===== src/rtl/communication_receive_if.sv =====
// Signal bundle between the rainfall-link receiver and its surroundings.
// The master side drives enable and serial data and observes the results.
interface communication_receive_if;
  logic       rec_en;
  logic       sd;
  logic [7:0] rec_data;
  logic       rec_valid;
  logic       parity_err;
  logic       frame_err;
  logic       busy;
  logic       finish_send;

  modport master (
    output rec_en, sd,
    input  rec_data, rec_valid, parity_err, frame_err, busy, finish_send
  );

  modport slave (
    input  rec_en, sd,
    output rec_data, rec_valid, parity_err, frame_err, busy, finish_send
  );
endinterface


===== src/rtl/communication_receive.sv =====
// Serial receiver for the FPGA1 rainfall link: start, 8 data bits LSB first,
// even parity, stop. Reports good frames, parity and framing errors.
module communication_receive #(
  parameter int BIT_CYCLES = 16
) (
  input logic clk,
  input logic rst,
  communication_receive_if.slave bus
);

  localparam int HALF = BIT_CYCLES / 2;
  localparam int CW   = $clog2(BIT_CYCLES);

  typedef enum logic [2:0] {IDLE, START, DATA, PARITY, STOP, WAIT_IDLE} state_t;

  state_t        state, state_n;
  logic          sd_meta, sd_s, sd_d;
  logic [CW-1:0] cyc_cnt;
  logic [2:0]    bit_cnt;
  logic [7:0]    shreg;
  logic          par_bit;
  logic [7:0]    rec_data_q;
  logic          rec_valid_q, parity_err_q, frame_err_q, finish_send_q;
  logic          fall, sample;
  logic          good_frame, bad_parity, bad_stop;

  always_ff @(posedge clk) begin
    if (rst) state <= IDLE;
    else     state <= state_n;
  end

  // The start bit is sampled half a bit after the edge, every later bit one
  // full bit after the previous sample, so each lands mid-bit.
  always_comb begin
    fall       = sd_d & ~sd_s;
    sample     = (state == START) ? (cyc_cnt == CW'(HALF - 1))
                                  : (cyc_cnt == CW'(BIT_CYCLES - 1));
    state_n    = state;
    good_frame = 1'b0;
    bad_parity = 1'b0;
    bad_stop   = 1'b0;
    if (!bus.rec_en) begin
      state_n = IDLE;
    end else begin
      case (state)
        IDLE:      if (fall && !finish_send_q) state_n = START;
        START:     if (sample) state_n = sd_s ? IDLE : DATA;
        DATA:      if (sample && bit_cnt == 3'd7) state_n = PARITY;
        PARITY:    if (sample) state_n = STOP;
        STOP: begin
          if (sample) begin
            if (!sd_s) begin
              bad_stop = 1'b1;
              state_n  = WAIT_IDLE;
            end else if ((^shreg) == par_bit) begin
              good_frame = 1'b1;
              state_n    = IDLE;
            end else begin
              bad_parity = 1'b1;
              state_n    = IDLE;
            end
          end
        end
        WAIT_IDLE: if (sd_s) state_n = IDLE;
        default:   state_n = IDLE;
      endcase
    end
  end

  always_ff @(posedge clk) begin
    if (rst) begin
      sd_meta       <= 1'b1;
      sd_s          <= 1'b1;
      sd_d          <= 1'b1;
      cyc_cnt       <= '0;
      bit_cnt       <= '0;
      shreg         <= '0;
      par_bit       <= 1'b0;
      rec_data_q    <= '0;
      rec_valid_q   <= 1'b0;
      parity_err_q  <= 1'b0;
      frame_err_q   <= 1'b0;
      finish_send_q <= 1'b0;
    end else begin
      sd_meta <= bus.sd;
      sd_s    <= sd_meta;
      sd_d    <= sd_s;
      // Counter restarts on every state change and every sample point.
      if (state_n != state || sample || state == IDLE || state == WAIT_IDLE)
        cyc_cnt <= '0;
      else
        cyc_cnt <= cyc_cnt + CW'(1);
      if (state == IDLE)
        bit_cnt <= '0;
      else if (state == DATA && sample)
        bit_cnt <= bit_cnt + 3'd1;
      if (state == DATA && sample)
        shreg <= {sd_s, shreg[7:1]};
      if (state == PARITY && sample)
        par_bit <= sd_s;
      rec_valid_q  <= good_frame;
      parity_err_q <= bad_parity;
      frame_err_q  <= bad_stop;
      if (good_frame)
        rec_data_q <= shreg;
      if (!bus.rec_en)
        finish_send_q <= 1'b0;
      else if (good_frame)
        finish_send_q <= 1'b1;
    end
  end

  assign bus.rec_data    = rec_data_q;
  assign bus.rec_valid   = rec_valid_q;
  assign bus.parity_err  = parity_err_q;
  assign bus.frame_err   = frame_err_q;
  assign bus.finish_send = finish_send_q;
  assign bus.busy        = (state != IDLE);

endmodule

===== src/flat_wrapper.sv =====
// flat-port wrapper written by rule: the top's interface ports become plain ports
module communication_receive_flat 
#(
  parameter int BIT_CYCLES = 16
)
  (clk, rst, bus_rec_en, bus_sd, bus_rec_data, bus_rec_valid, bus_parity_err, bus_frame_err, bus_busy, bus_finish_send);
  communication_receive_if bus_i ();
  input logic clk;
  input logic rst;
  input wire logic [$bits(bus_i.rec_en)-1:0] bus_rec_en;
  input wire logic [$bits(bus_i.sd)-1:0] bus_sd;
  output wire logic [$bits(bus_i.rec_data)-1:0] bus_rec_data;
  output wire logic [$bits(bus_i.rec_valid)-1:0] bus_rec_valid;
  output wire logic [$bits(bus_i.parity_err)-1:0] bus_parity_err;
  output wire logic [$bits(bus_i.frame_err)-1:0] bus_frame_err;
  output wire logic [$bits(bus_i.busy)-1:0] bus_busy;
  output wire logic [$bits(bus_i.finish_send)-1:0] bus_finish_send;
  assign bus_i.rec_en = bus_rec_en;
  assign bus_i.sd = bus_sd;
  assign bus_rec_data = bus_i.rec_data;
  assign bus_rec_valid = bus_i.rec_valid;
  assign bus_parity_err = bus_i.parity_err;
  assign bus_frame_err = bus_i.frame_err;
  assign bus_busy = bus_i.busy;
  assign bus_finish_send = bus_i.finish_send;
  communication_receive #(.BIT_CYCLES(BIT_CYCLES)) u_core (.clk(clk), .rst(rst), .bus(bus_i));
endmodule

===== config.mk =====
export PLATFORM = sky130hd
export DESIGN_NAME = communication_receive_flat
export DESIGN_NICKNAME = d
export VERILOG_FILES = /design/src/rtl/communication_receive_if.sv /design/src/rtl/communication_receive.sv /design/src/flat_wrapper.sv
export SDC_FILE = /design/constraint.sdc
export NUM_CORES = 1
export LEC_CHECK = 0
export CAP_MARGIN = 20
export CORE_MARGIN = 2
export CORE_UTILIZATION = 55
export CTS_CLUSTER_SIZE = 30
export DETAILED_ROUTE_END_ITERATION = 10
export PLACE_DENSITY_LB_ADDON = 0.2
export SLEW_MARGIN = 20
export SYNTH_ARGS = -nofsm -noshare
export SYNTH_HDL_FRONTEND = slang
export SYNTH_SLANG_ARGS = --single-unit

===== constraint.sdc =====
create_clock -name clk -period 1.9 [get_ports clk]
set_input_delay 0.38 -clock clk [delete_from_list [all_inputs] [get_ports clk]]
set_output_delay 0.38 -clock clk [all_outputs]
set_load 0.01 [all_outputs]

## Word level (Yosys, flattened, before mapping)

Index checks and enable logic that the tools add are counted.

| storage, ports and cells | value |
|---|---|
| bits in registers | 34 |
| output and inout port bits | 13 |
| logic and storage cells | 64 |

| cells by class | value |
|---|---|
| add/sub/neg operators | 2 |
| equality and inequality tests | 10 |
| mux-type cells | 18 |
| bitwise logic cells | 5 |
| reductions and logical operators | 16 |

Operators with widths:

| operator | number |
|---|---|
| $mux W3 | 8 |
| $pmux W3 S6 | 1 |
| $eq A3 B3 Y1 const B | 3 |
| $mux W1 | 8 |
| $reduce_xor A8 Y1 | 1 |
| $eq A3 B2 Y1 const B | 2 |
| $reduce_or A2 Y1 | 3 |
| $reduce_or A5 Y1 | 1 |
| $add A4 B1 Y4 const B | 1 |
| $eq A4 B3 Y1 const B | 1 |
| $eq A4 B4 Y1 const B | 1 |
| $logic_and A1 B1 Y1 | 4 |
| $not A1 Y1 | 4 |
| $reduce_or A4 Y1 | 1 |
| $add A3 B1 Y3 const B | 1 |
| $eq A3 B1 Y1 const B | 1 |
| $logic_not A3 Y1 | 1 |
| $logic_or A1 B1 Y1 | 3 |
| $ne A3 B3 Y1 | 1 |
| $reduce_bool A3 Y1 | 1 |
| $mux W2 | 1 |
| $and A1 B1 Y1 | 1 |
| $eq A1 B1 Y1 | 1 |
| $logic_not A1 Y1 | 1 |

## Longest topological paths before layout

Gate-level depths: netlist of run 1.

| logic depth | value |
|---|---|
| word-level depth | 11 |
| depth in mapped cells | 6 |
| gate-level depth less buffers | 6 |

## Worst setup path after synthesis of run 1

Ideal clock, no wire load.

| timing | value |
|---|---|
| kind | register to register |
| from | reg u_core.cyc_cnt[0] |
| to | reg u_core.cyc_cnt[0] |
| arrival time | 1.690 ns |
| setup slack | 0.121 ns |
| cell stages (with the launch flop) | 7 |
| buffers on the path | 0 |
| clock period less this slack | 1.779 ns |
| cells stage by stage | dfxtp_1 -> ha_1 -> and3_4 -> and4_4 -> o41ai_4 -> xnor2_1 -> nor4bb_2 |

| on the way | value |
|---|---|
| word-level cells in the longest chain between the ends | 11 |
| elaborated cells on any way between the ends | 16 |
| those cells by class | add/sub: 1; eq/ne: 3; mux: 7; reduce/logical: 5 |

Ends and longest elaborated chain:

| element | RTL line | text |
|---|---|---|
| start: declaration | communication_receive.sv:18 | `logic [CW-1:0] cyc_cnt;` |
| start signal: assignment | communication_receive.sv:92 | `cyc_cnt <= cyc_cnt + CW'(1);` |
| $eq A4 B4 Y1 or $eq A4 B3 Y1 (tied branches) | communication_receive.sv:37, communication_receive.sv:36 |  |
| $mux W1 | communication_receive.sv:36 | `sample = (state == START) ? (cyc_cnt == CW'(HALF - 1))` |
| $logic_and A1 B1 Y1 | communication_receive.sv:48 | `DATA: if (sample && bit_cnt == 3'd7) state_n = PARITY;` |
| $mux W3 | communication_receive.sv:48 |  |
| $pmux W3 S6 | communication_receive.sv:45 | `case (state)` |
| $mux W3 | communication_receive.sv:42 | `if (!bus.rec_en) begin` |
| $ne A3 B3 Y1 | communication_receive.sv:89 | `if (state_n != state \|\| sample \|\| state == IDLE \|\| state == WAIT_IDLE)` |
| $logic_or A1 B1 Y1 (3 in series) | communication_receive.sv:89 |  |
| $reduce_or A2 Y1 (no source line) | -- |  |

Several ways; a longest one is shown, not always the timed one.
A chain may end at the register's enable or synchronous reset.

## Worst setup path after layout of run 1

| timing | value |
|---|---|
| from | reg u_core.finish_send_q, in the netlist u_core.bus.finish_send |
| to | reg u_core.cyc_cnt[1] |

| on the way | value |
|---|---|
| word-level cells in the longest chain between the ends | 10 |

Ends and longest elaborated chain:

| element | RTL line | text |
|---|---|---|
| start: declaration | communication_receive.sv:23 | `logic rec_valid_q, parity_err_q, frame_err_q, finish_send_q;` |
| start signal: assignment | communication_receive.sv:83 | `finish_send_q <= 1'b0;` |
| start signal: assignment | communication_receive.sv:107 | `finish_send_q <= 1'b0;` |
| start signal: assignment | communication_receive.sv:109 | `finish_send_q <= 1'b1;` |
| $logic_not A1 Y1 | communication_receive.sv:46 | `IDLE: if (fall && !finish_send_q) state_n = START;` |
| $logic_and A1 B1 Y1 | communication_receive.sv:46 |  |
| $mux W3 | communication_receive.sv:46 |  |
| $pmux W3 S6 | communication_receive.sv:45 |  |
| $mux W3 | communication_receive.sv:42 |  |
| $ne A3 B3 Y1 | communication_receive.sv:89 |  |
| $logic_or A1 B1 Y1 (3 in series) | communication_receive.sv:89 |  |
| $reduce_or A2 Y1 (no source line) | -- |  |

No other way between the ends.

==> metrics.md, run 1 <==
| Metric | Value |
|---|---|
| Layout cells sized above 1 | `23.0%` |
| Leak | `0.819 nW` |
| Vias in the first global route | `1163` |
| CTS Buf Count | `5` |
| Routed Wire Length | `3.30 mm` |
| Int Pwr | `0.00102 W` |
| GRT Total Usage | `21.7%` |
| Total gr overflow | `0` |
| Ant. Diodes | `0` |
| Clock buffer depth | `2` |
| Sw Share | `20.9%` |
| Clk root buf | `clkbuf_4` |
| Fillers | `210` |
| Initial core utilization | `57.5%` |
| Routed len/inst | `14.9 um` |
| Max Cap Viol | `0` |
| Sequential area share after synthesis | `42.9%` |
| IO buf count | `16` |
| Die X-Extent | `57.7 um` |
| Std cell rows | `19` |
| Yosys warns | `0` |
| Worst EP arrival | `2.06 ns` |
| Routability Congestion | `0.869` |
| WS Path Type | `flip-flop to flip-flop` |
| #FFs+latches synth | `34` |
| Area grow syn2layout | `24.0%` |
| Fmax | `552 MHz` |
| RR Startpoint | `u_core.bus.finish_send` |
| Worst VDD drop | `0.000534 V` |
| WP data required | `2.15 ns` |
| Final nets | `197` |
| Main synth FF type | `dfxtp_1` |
| CP Max Fanout | `3` |
| Logic pwr share | `4.1%` |
| Htree depth | `2` |
| Hold Startpoint | `u_core.sd_meta` |
| RSZ-0062 raised after global routing | `no` |
| Clk_skew | `0.00607 ns` |
| Top-area cell type share of the netlist area | `42.9%` |
| TritonRoute pass-1 iters | `4` |
| Via Count | `1265` |
| # IOs | `17` |
| Antenna Violating Nets Remaining | `0` |
| Dpl hpwl | `2.36 mm` |
| Number of antenna violations at the first check in global routing | `0` |
| Hold crit path type | `flip-flop to flip-flop` |
| Largest net degree at the start of global routing | `21` |
| Final Hold Viols | `0` |
| Clock network power share | `40.3%` |
| Slew @ Worst Pin | `0.377 ns` |
| CP endpoint kind | `flip-flop` |
| Core Box Area | `2760 um^2` |
| Tmin final | `1.81 ns` |
| Register share of total power | `55.6%` |
| CP startpoint kind | `flip-flop` |
| Vias per cell | `5.70` |
| Number of instances in the placed design | `214` |
| Final number of setup-violating endpoints | `0` |
| Syn_area_per_cell | `9.79 um^2` |
| Setup TNS | `0 ns` |
| Switching pwr | `0.000268 W` |
| Number of synthesized flops with an enable pin | `0` |
| Area contributors post-synth | `dfxtp_1 43%, mux2i_1 8.2%, nor2_1 5.0%, nand3_1 4.1%, xnor2_1 3.9%` |
| FFs w/ async S/R, synth | `0%` |
| Slew Limit Fails | `0` |
| Yosys cell types | `41` |
| Period utilisation layout | `95.3%` |
| FF-to-FF path depth | `6` |
| Power Density | `654 nW/um^2` |
| Hold Path Depth | `1` |
| Area leader, netlist | `dfxtp_1` |
| CTS tree | `done` |
| DRC Markers | `0` |
| Hold endpoint | `u_core.sd_s` |
| Syn Nets | `169` |
| R2r endpoint | `u_core.cyc_cnt[1]` |
| Cells after Synth | `162` |
| R2R setup slack | `0.09 ns` |
| Final non-filler cell total | `222` |
| Clk sinks | `34` |
| DRT iter0 DRCs | `26` |
| Clock Latency Late Sink | `0.34 ns` |
| Most frequent cells in the layout | `33 x dfxtp_1, 20 x nor2_1, 16 x buf_4` |
| Full die area | `3330 um^2` |
| Status | `finished, final reports clean` |
| Max_slew headroom | `74.8%` |
| Cell Area, Synth | `1590 um^2` |
| Commonest non-fill, non-tap cell in the layout | `dfxtp_1` |
| Worst-path clk slew | `0.10 ns` |
| Die height | `57.7 um` |
| First-pass GRT wire length | `5.47 mm` |
-- area by class of cell --
type	count	area, um^2	area share [%]
Clock buffer	7	45.0	2.29
Multi-Input combinational cell	115	886	45.0
Clock inverter	1	30.0	1.53
Tap cell	31	38.8	1.97
Inverter	2	7.51	0.382
Timing Repair Buffer	32	275	14.0
Sequential cell	34	684	34.8
-- logic make-up (layout without fill, tap and decap cells) --
group / Yosys count / in the layout / share of synthesized area, %
AND/OR/NAND/NOR: 61 / 61 / 21.8
buffers and inverters: 13 / 42 / 4.18
multiplexers: 13 / 13 / 8.20
flip-flops: 34 / 34 / 42.9
AO/OA/AOI/OAI: 24 / 24 / 9.70
XOR/XNOR: 14 / 14 / 10.8
adder cells (fa/ha/maj): 3 / 3 / 2.37
-- layer usage --
| layer | routed length, um | part of all wire [%] | GRT usage, % |
|---|---|---|---|
| met5 | 0 | 0 | 0 |
| met3 | 124 | 3.8 | 6.70 |
| met2 | 1530 | 46 | 31.7 |
| met4 | 74 | 2.2 | 8.97 |
| met1 | 1570 | 48 | 30.1 |
-- power by group through the flow --
stage | combinational, W | clock [W] | sequential, W
after global routing | 0.0000572 | 0.000551 | 0.000716
after CTS | 0.0000513 | 0.000528 | 0.000717
after floorplan | 0.0000283 | 0 | 0.000733
after global placement | 0.0000481 | 0 | 0.000733
after detailed placement | 0.0000497 | 0 | 0.000733
final | 0.0000530 | 0.000518 | 0.000715
-- through the flow --
stage	instance area [um^2]	utilization [%]	hold WS [ns]	worst slack, ns	power (W)
final	1970	71.3	0.419	0.0892	0.00129
after global routing	1970	71.3	0.450	0.00291	0.00132
after CTS	1940	70.2	0.423	0.0249	0.00130
after detailed placement	1850	67.0	0.399	-0.00773	0.000783
after global placement	1850	67.0	0.394	0.0273	0.000781
after floorplan	1590	-	0.389	0.121	0.000761
-- cell usage after synthesis (2+ instances only) --
| cell type | number |
|---|---|
| nand3_1 | 13 |
| o21ai_1 | 8 |
| xnor2_1 | 7 |
| nor2_1 | 21 |
| ha_1 | 3 |
| or2_2 | 3 |
| nand4b_1 | 2 |
| nand2b_1 | 2 |
| nand2_1 | 2 |
| clkbuf_1 | 3 |
| dfxtp_1 | 34 |
| xor2_1 | 3 |
| mux2i_1 | 13 |
| nor3_1 | 4 |
| inv_1 | 2 |
| nand3b_1 | 2 |
| or3_1 | 2 |
| buf_2 | 5 |
| a21oi_1 | 11 |
-- how the worst max path moves through the flow --
stage	from	slack, ns	cells past startpoint	end
after floorplan	u_core.cyc_cnt[0]	0.12	6	u_core.cyc_cnt[0]
after CTS	u_core.state[0]	0.02	3	bus_busy
after global routing	u_core.bus.finish_send	0.003	6	u_core.cyc_cnt[1]
after detailed placement	u_core.cyc_cnt[0]	-0.008	6	u_core.cyc_cnt[0]
after global placement	bus_rec_en	0.03	7	u_core.cyc_cnt[1]
final	u_core.bus.finish_send	0.09	6	u_core.cyc_cnt[1]
-- critical path, stage by stage, from the launching register on --
cell	delay [ns]
dfxtp_1	0.34
or4b_1	0.53
a21boi_1	0.24
o41ai_4	0.13
xnor2_2	0.27
buf_4	0.17
nor2_1	0.04
-- registers in the layout (all words and copies together), names as in the netlist --
register and count:
u_core.sd_d 1, u_core.bus.parity_err 1, u_core.par_bit 1, u_core.shreg 8, u_core.bus.rec_data 8, u_core.sd_meta 1, u_core.sd_s 1, u_core.cyc_cnt 4
u_core.bus.rec_valid 1, u_core.state 3, u_core.bit_cnt 3, u_core.bus.finish_send 1, u_core.bus.frame_err 1
-- repair_timing --
item	4_1_cts	5_1_grt
setup buffers	0	0
endpoints found under the setup margin	5	11
gates cloned	0	0
pin swaps	1	0
hold buffers	0	0
resized for setup	5	9
hold endpoints to repair	0	0
No activity file was read; power rests on OpenSTA's default activity.
==> run 2, diff against run 1 <==
- TNS_END_PERCENT: default -> 30
==> results of run 2 <==
Same layout as run 1: the final DEF is identical, and so are final timing and power.
